`config.mk`:
```
export PLATFORM = sky130hd
export DESIGN_NAME = two_bit_serial_adder
export DESIGN_NICKNAME = d
export VERILOG_FILES = /design/src/rtl/two_bit_serial_adder.sv
export SDC_FILE = /design/constraint.sdc
export NUM_CORES = 1
export LEC_CHECK = 0
export BUFFER_PORTS_ARGS = -buffer_cell sky130_fd_sc_hd__buf_2
export CAP_MARGIN = 0
export CORE_MARGIN = 8
export CORE_UTILIZATION = 41
export CTS_CLUSTER_SIZE = 12
export DETAILED_ROUTE_END_ITERATION = 8
export PLACE_DENSITY = 0.6
export SLEW_MARGIN = 20
export SYNTH_ARGS = -nofsm -noshare
export SYNTH_HDL_FRONTEND = slang
export SYNTH_HIERARCHICAL = 1
export SYNTH_SLANG_ARGS = --single-unit
export TNS_END_PERCENT = 5
```
`constraint.sdc`:
```
create_clock -name clk -period 4.55 [get_ports clk]
set_clock_uncertainty 0.1 [all_clocks]
set_input_delay 0.2275 -clock clk [delete_from_list [all_inputs] [get_ports clk]]
set_output_delay 0.2275 -clock clk [all_outputs]
set_load 0.1 [all_outputs]
```
`src/rtl/two_bit_serial_adder.sv`:
```
// two_bit_serial_adder: multi-cycle WIDTH-bit adder that feeds two operand
// bits per clock through a single 2-bit full-adder cell (two_bit_fac), with a
// carry flop chaining the slices. Trades latency for adder area.
//
// Optional feature: define TWO_BIT_SERIAL_OVF_EN to add the 'overflow' output
// (two's-complement signed overflow of the completed add).

// 2-bit ripple full-adder cell: o_out = {carry_out, sum[1:0]}.
module two_bit_fac (
  input  logic [1:0] i_a,
  input  logic [1:0] i_b,
  input  logic       i_cin,
  output logic [2:0] o_out
);
  logic w_c0;

  assign o_out[0] = i_a[0] ^ i_b[0] ^ i_cin;
  assign w_c0     = (i_a[0] & i_b[0]) | (i_cin & (i_a[0] ^ i_b[0]));
  assign o_out[1] = i_a[1] ^ i_b[1] ^ w_c0;
  assign o_out[2] = (i_a[1] & i_b[1]) | (w_c0 & (i_a[1] ^ i_b[1]));
endmodule

module two_bit_serial_adder #(
  parameter int WIDTH = 8
) (
  input  logic             clk,
  input  logic             rst_n,
  input  logic             start,
  input  logic [WIDTH-1:0] a,
  input  logic [WIDTH-1:0] b,
  input  logic             carry_in,
  output logic             busy,
  output logic             done,
  output logic [WIDTH-1:0] sum,
  output logic             carry_out
`ifdef TWO_BIT_SERIAL_OVF_EN
  ,
  output logic             overflow
`endif
);

  localparam int SLICES = WIDTH / 2;
  localparam int CW     = $clog2(SLICES + 1);

  // An odd or too-small width cannot be split into 2-bit slices.
  if (((WIDTH % 2) != 0) || (WIDTH < 2)) begin : g_bad_width
    $error("two_bit_serial_adder: WIDTH must be even and >= 2");
  end

  typedef enum logic [1:0] {
    S_IDLE,
    S_RUN,
    S_DONE
  } state_t;

  state_t           r_state;
  state_t           w_next;
  logic [WIDTH-1:0] r_a;
  logic [WIDTH-1:0] r_b;
  logic [WIDTH-1:0] r_psum;
  logic [WIDTH-1:0] r_sum;
  logic             r_carry;
  logic             r_cout;
  logic [CW-1:0]    r_cnt;
  logic             w_last;
  logic [2:0]       w_fac;
  logic [WIDTH+1:0] w_psum_ext;
`ifdef TWO_BIT_SERIAL_OVF_EN
  logic             r_a_msb;
  logic             r_b_msb;
  logic             r_ovf;
`endif

  // The counter reaches SLICES once every slice has been added; the RUN edge
  // that sees this only publishes the result.
  assign w_last = (r_cnt == CW'(SLICES));

  two_bit_fac u_fac (
    .i_a   (r_a[1:0]),
    .i_b   (r_b[1:0]),
    .i_cin (r_carry),
    .o_out (w_fac)
  );

  // New 2-bit slice enters at the top; after SLICES shifts the first slice
  // has reached bit 0. Works for WIDTH=2 without an empty part-select.
  assign w_psum_ext = {w_fac[1:0], r_psum};

  // State register.
  always_ff @(posedge clk or negedge rst_n) begin
    // NOTE: sequential state uses non-blocking (<=) so every flop samples
    // pre-edge values; blocking here would create order-dependent races.
    if (!rst_n) r_state <= S_IDLE;
    else        r_state <= w_next;
  end

  // Next-state and status decode.
  always_comb begin
    // NOTE: every combinational output gets a default first so no path
    // through the case leaves it unassigned (which would infer a latch).
    w_next = r_state;
    busy   = 1'b0;
    done   = 1'b0;
    unique case (r_state)
      S_IDLE: if (start) w_next = S_RUN;
      S_RUN: begin
        busy = 1'b1;
        if (w_last) w_next = S_DONE;
      end
      S_DONE: begin
        busy   = 1'b1;
        done   = 1'b1;
        w_next = S_IDLE;
      end
      default: w_next = S_IDLE;
    endcase
  end

  // Operand capture, slice-by-slice add, and result publication.
  always_ff @(posedge clk or negedge rst_n) begin
    // NOTE: all datapath registers, including the visible sum, are reset so
    // an aborted add leaves no stale result behind.
    if (!rst_n) begin
      r_a     <= '0;
      r_b     <= '0;
      r_psum  <= '0;
      r_sum   <= '0;
      r_carry <= 1'b0;
      r_cout  <= 1'b0;
      r_cnt   <= '0;
`ifdef TWO_BIT_SERIAL_OVF_EN
      r_a_msb <= 1'b0;
      r_b_msb <= 1'b0;
      r_ovf   <= 1'b0;
`endif
    end else begin
      unique case (r_state)
        S_IDLE: begin
          if (start) begin
            r_a     <= a;
            r_b     <= b;
            r_carry <= carry_in;
            r_psum  <= '0;
            r_cnt   <= '0;
`ifdef TWO_BIT_SERIAL_OVF_EN
            r_a_msb <= a[WIDTH-1];
            r_b_msb <= b[WIDTH-1];
`endif
          end
        end
        S_RUN: begin
          if (!w_last) begin
            r_carry <= w_fac[2];
            r_psum  <= w_psum_ext[WIDTH+1:2];
            r_a     <= r_a >> 2;
            r_b     <= r_b >> 2;
            r_cnt   <= r_cnt + CW'(1);
          end else begin
            r_sum   <= r_psum;
            r_cout  <= r_carry;
`ifdef TWO_BIT_SERIAL_OVF_EN
            r_ovf   <= (r_a_msb == r_b_msb) && (r_psum[WIDTH-1] != r_a_msb);
`endif
          end
        end
        default: ;
      endcase
    end
  end

  assign sum       = r_sum;
  assign carry_out = r_cout;
`ifdef TWO_BIT_SERIAL_OVF_EN
  assign overflow  = r_ovf;
`endif

endmodule

```
After elaboration in Yosys (flattened, before gate mapping) --
Index checks and enable logic that the tools add are counted.
Word-level totals: register bits 39, input port bits 20, output and inout bits 11, logic and storage cells 51
Operators by class: equal/unequal tests 6, add/subtract/negate cells 1, reduce and logical (&&, ||, !) cells 6, bitwise logic cells 10, mux-type cells 20
Operators with widths (number):
- 8-bit 2-to-1 mux | 6
- 8-bit case mux with 2 select lines | 3
- 3-bit 2-to-1 mux | 2
- 2-bit inequality test, second input constant | 3
- 3-bit case mux with 2 select lines | 1
- 1-bit AND | 4
- 1-bit 2-to-1 mux | 4
- 2-bit 2-to-1 mux | 2
- 2-bit case mux with 2 select lines | 1
- 2-bit AND reduction | 2
- 1-bit XOR | 4
- 3-bit by 1-bit adder with 3-bit output, second input constant | 1
- 3-bit == test, second input constant | 1
- 3-bit AND reduction | 1
- 2-bit by 1-bit == test with 1-bit output, second input constant | 1
- 2-bit == test, second input constant | 1
- 2-bit zero test | 1
- 1-bit bitwise OR | 2
- 1-bit case mux with 2 select lines | 1
- 2-bit nonzero test | 1
- 2-bit OR reduction | 1

Depth between registers and ports, before layout --
word-level depth 7, mapped depth 7

By module --
Netlist, hierarchy kept.
Modules (own cells, without submodules):
- two_bit_serial_adder | area an instance 1826.8 um2, cells each 157, times used 1
- two_bit_fac | area an instance 70.1 um2, cells each 10, times used 1

Worst setup path before layout --
OpenSTA, ideal clock, no wires.
path type reg-to-reg, start point register r_state[1], end point register r_a[1], data required time 4325 ps, cell stages (with the launch flop) 7, slack 2658 ps, library setup time 125 ps, period minus slack after synthesis 1892 ps, arrival 1666 ps, path through dfrtp_1 -> inv_1 -> ha_1 -> buf_2 -> buf_2 -> mux2_2 -> mux2_4
Between the ends: word-level cells in the longest chain between the ends 3, elaborated cells on any way between the ends 7
RTL lines:
- start, declared | RTL line 56 | state_t r_state;
- start signal, assigned | RTL line 94 | else r_state <= w_next;
- 2-bit by 1-bit == test with 1-bit output / 2-bit zero test (equally long branches) | RTL line 137 | unique case (r_state)
- 2-bit inequality test (no source line) / 2-bit nonzero test (equally long branches)
- 3-bit AND reduction (no source line)
- end signal, assigned | RTL line 155 | r_a <= r_a >> 2;
- end, declared | RTL line 58 | logic [WIDTH-1:0] r_a;
Parallel ways exist; a longest one is shown, timed or not. A chain may end at the register's enable or synchronous reset.

Final worst setup path --
start point register r_state[1], end point register r_b[0]
Between the ends: word-level cells in the longest chain between the ends 3, elaborated cells on any way between the ends 7
RTL lines:
- 2-bit by 1-bit == test with 1-bit output / 2-bit zero test (equally long branches) | RTL line 137
- 2-bit inequality test (no source line) / 2-bit nonzero test (equally long branches)
- 3-bit AND reduction (no source line)
- end signal, assigned | RTL line 156 | r_b <= r_b >> 2;
- end, declared | RTL line 59 | logic [WIDTH-1:0] r_b;
Parallel ways exist; a longest one is shown, timed or not.

==> flow_metrics.py <==
metrics = {
    "worst_setup_path": {
        "cp_slowest_stage_delay_ns": 0.83,
        "path_cells": "inv_1 -> ha_1 -> buf_4 -> nand3_4 -> o211a_1 -> mux2_2",
        "critPathBufInv": 2,
        "start_kind": "register",
        "path_max_fanout": 29,
        "critical_path.slowest_cell": "o211a_1",
        "cp_top_family": "compound AO/OA/AOI/OAI gates",
        "worstSetupEndpointType": "register",
        "worst-setup-path-type": "register to register",
        "crit_arrival_ns": 2.70,
        "required_ns": 4.62,
    },
    "timing": {
        "tns_ns": 0,
        "finalCriticalPeriod_ns": 2.63,
        "hold_viol_final": 0,
        "slew_headroom_pct": 37.5,
        "final.setup.worst_slack_ns": 1.92,
        "worstMarginPinSlew_ns": 0.937,
        "rsz0062_at_grt": "no",
        "setup_viol": 0,
        "drv_slew": 0,
        "period_share_pct": 57.8,
        "fmax_mhz": 380,
    },
    "die": {
        "die_height_um": 84.0,
        "dieArea_sq_mm": 0.00706,
        "start_util_pct": 43.0,
        "pin_count": 31,
        "rows": 24,
        "core_sq_mm": 0.00441,
        "die_w_um": 84.0,
    },
    "clock_tree": {
        "clock_sinks": 39,
        "htree_levels": 2,
        "cts.path.max_buffers": 2,
        "clk_pin_slew_worst_paths_ns": 0.07,
        "cts_tree": "built",
        "clockRootBuffer": "clkbuf_8",
        "numCtsBuffers": 5,
        "clk_latency_ns": 0.28,
    },
    "route": {
        "firstDrtPassIters": 4,
        "ant_nets": 0,
        "wire_per_inst_um": 14.0,
        "wl_um": 3470,
        "vias_per_cell": 5.08,
        "drc": 0,
        "drtIter0Drc": 148,
        "vias": 1261,
    },
    "logic_synthesis": {
        "ys_async_sr_fraction_pct": 100,
        "synth_flop_cell": "dfrtp_1",
        "ys_seq_elements": 39,
        "synth_area_sq_mm": 0.00190,
        "synth_nets": 195,
        "synth_edf_count": 0,
        "synth_seq_area_share_pct": 51.5,
        "synth_cell_type_count": 21,
        "synth_warnings": 6,
        "syn-instance-count": 167,
        "syn_area_per_cell_sq_um": 11.4,
    },
    "final_layout": {
        "final_common_cell": "dfrtp_1",
        "drive_gt1_share_pct": 33.7,
        "nets": 225,
        "diodes": 0,
        "fillCellCount": 421,
        "final_cell_mix": "dfrtp_1 (39), buf_2 (30), inv_1 (25), o21ai_0 (22), mux2_2 (22)",
        "syn_to_final_growth_pct": 13.3,
    },
    "global_routing": {
        "antenna_found_initial": 0,
        "grt_max_degree": 40,
        "grt_pass1_wl_um": 6180,
        "grt_use_total_pct": 10.6,
        "grt_pass1_vias": 1299,
        "grt_overflow": 0,
    },
    "placement": {
        "io_buffers": 30,
        "post-place-ws_ns": 1.92,
        "gp_congestion": 0.696,
        "hpwl_um": 2420,
    },
    "status": {
        "outcome": "finished, final reports clean",
    },
    "min_path": {
        "hold_class": "primary input to register",
    },
    "run": {
        "drv_cap": 0,
    },
}
-- cell families after synthesis --
kind of cell	Yosys count	share of synthesized area, %
AOI/OAI and AO/OA	29	8.25
adders and majority gates	8	6.07
buffers and inverters	34	7.72
DFF	39	51.5
muxes	28	17.8
and+or+nand+nor	29	8.71
-- state kept, by name (all words and copies together) (netlist names) --
name	flops
carry_out	1
r_a	8
r_b	8
r_carry	1
r_cnt	3
r_psum	8
r_state	2
sum	8
-- layer usage --
layer / wire length (um) / up-vias / track usage [%]
met1: 1580 / 607 / 12.6
met3: 167 / 6 / 3.42
met2: 1680 / 24 / 16.9
li1: - / 624 / -
met5: 0 / - / 0
met4: 39 / 0 / 4.71
-- worst paths after layout --
path,start,end,cells after the start,slack [ns]
setup reg to reg,r_state[1],r_b[0],6,1.92
max in group asynchronous,rst_n,r_state[1],2,3.33
hold / removal,b[6],r_b[6],3,0.11
setup / recovery,r_state[1],r_b[0],6,1.92
min in group asynchronous,rst_n,r_cnt[2],2,0.49
hold reg to reg,sum[5],sum[5],2,0.37
-- timing repair --
item	in CTS	in global routing
hold buffers	1	0
hold endpoints to repair	39	0
endpoints found under the setup margin	0	0
setup buffers	0	0
gates resized for setup	0	0
-- cell type report --
type | instances | area, sq um | area share [%]
multi-input cells | 94 | 774 | 36.0
flip-flops and latches | 39 | 976 | 45.4
inverters | 25 | 93.8 | 4.37
well taps | 52 | 65.1 | 3.03
repair buffers | 32 | 168 | 7.80
clock buffers | 6 | 72.6 | 3.38
-- worst register-to-register path: stages (launching register included) --
cell and delay [ns]:
dfrtp_1 0.37, inv_1 0.09, ha_1 0.18, buf_4 0.24, nand3_4 0.29, o211a_1 0.83
mux2_2 0.42
-- synthesized netlist by cell type (2+ instances only) --
cell       n  share of area (%)
o21ai_0   22                5.8
fa_1       2                2.1
buf_6      2                1.2
mux2_4     6                4.7
a21oi_1    3               0.79
clkbuf_1   4               0.79
mux2_2    22                 13
nand2_1   11                2.2
buf_2      3               0.79
dfrtp_1   39                 51
inv_1     25                4.9
ha_1       6                4.0
nand4_1   14                4.6
-- stage by stage --
stage                     util [%]  hold slack (ns)  instances  area, sq um
after floorplan                  -           -0.168        167         1900
after global placement        46.8            0.281        241         2070
after detailed placement      46.8            0.297        241         2070
after CTS                     48.7            0.111        248         2150
after global routing          48.7            0.118        248         2150
final                         48.7            0.105        248         2150
Power is not shown: default switching activity piles up to over one toggle a cycle in this logic, so the estimate is an artifact.
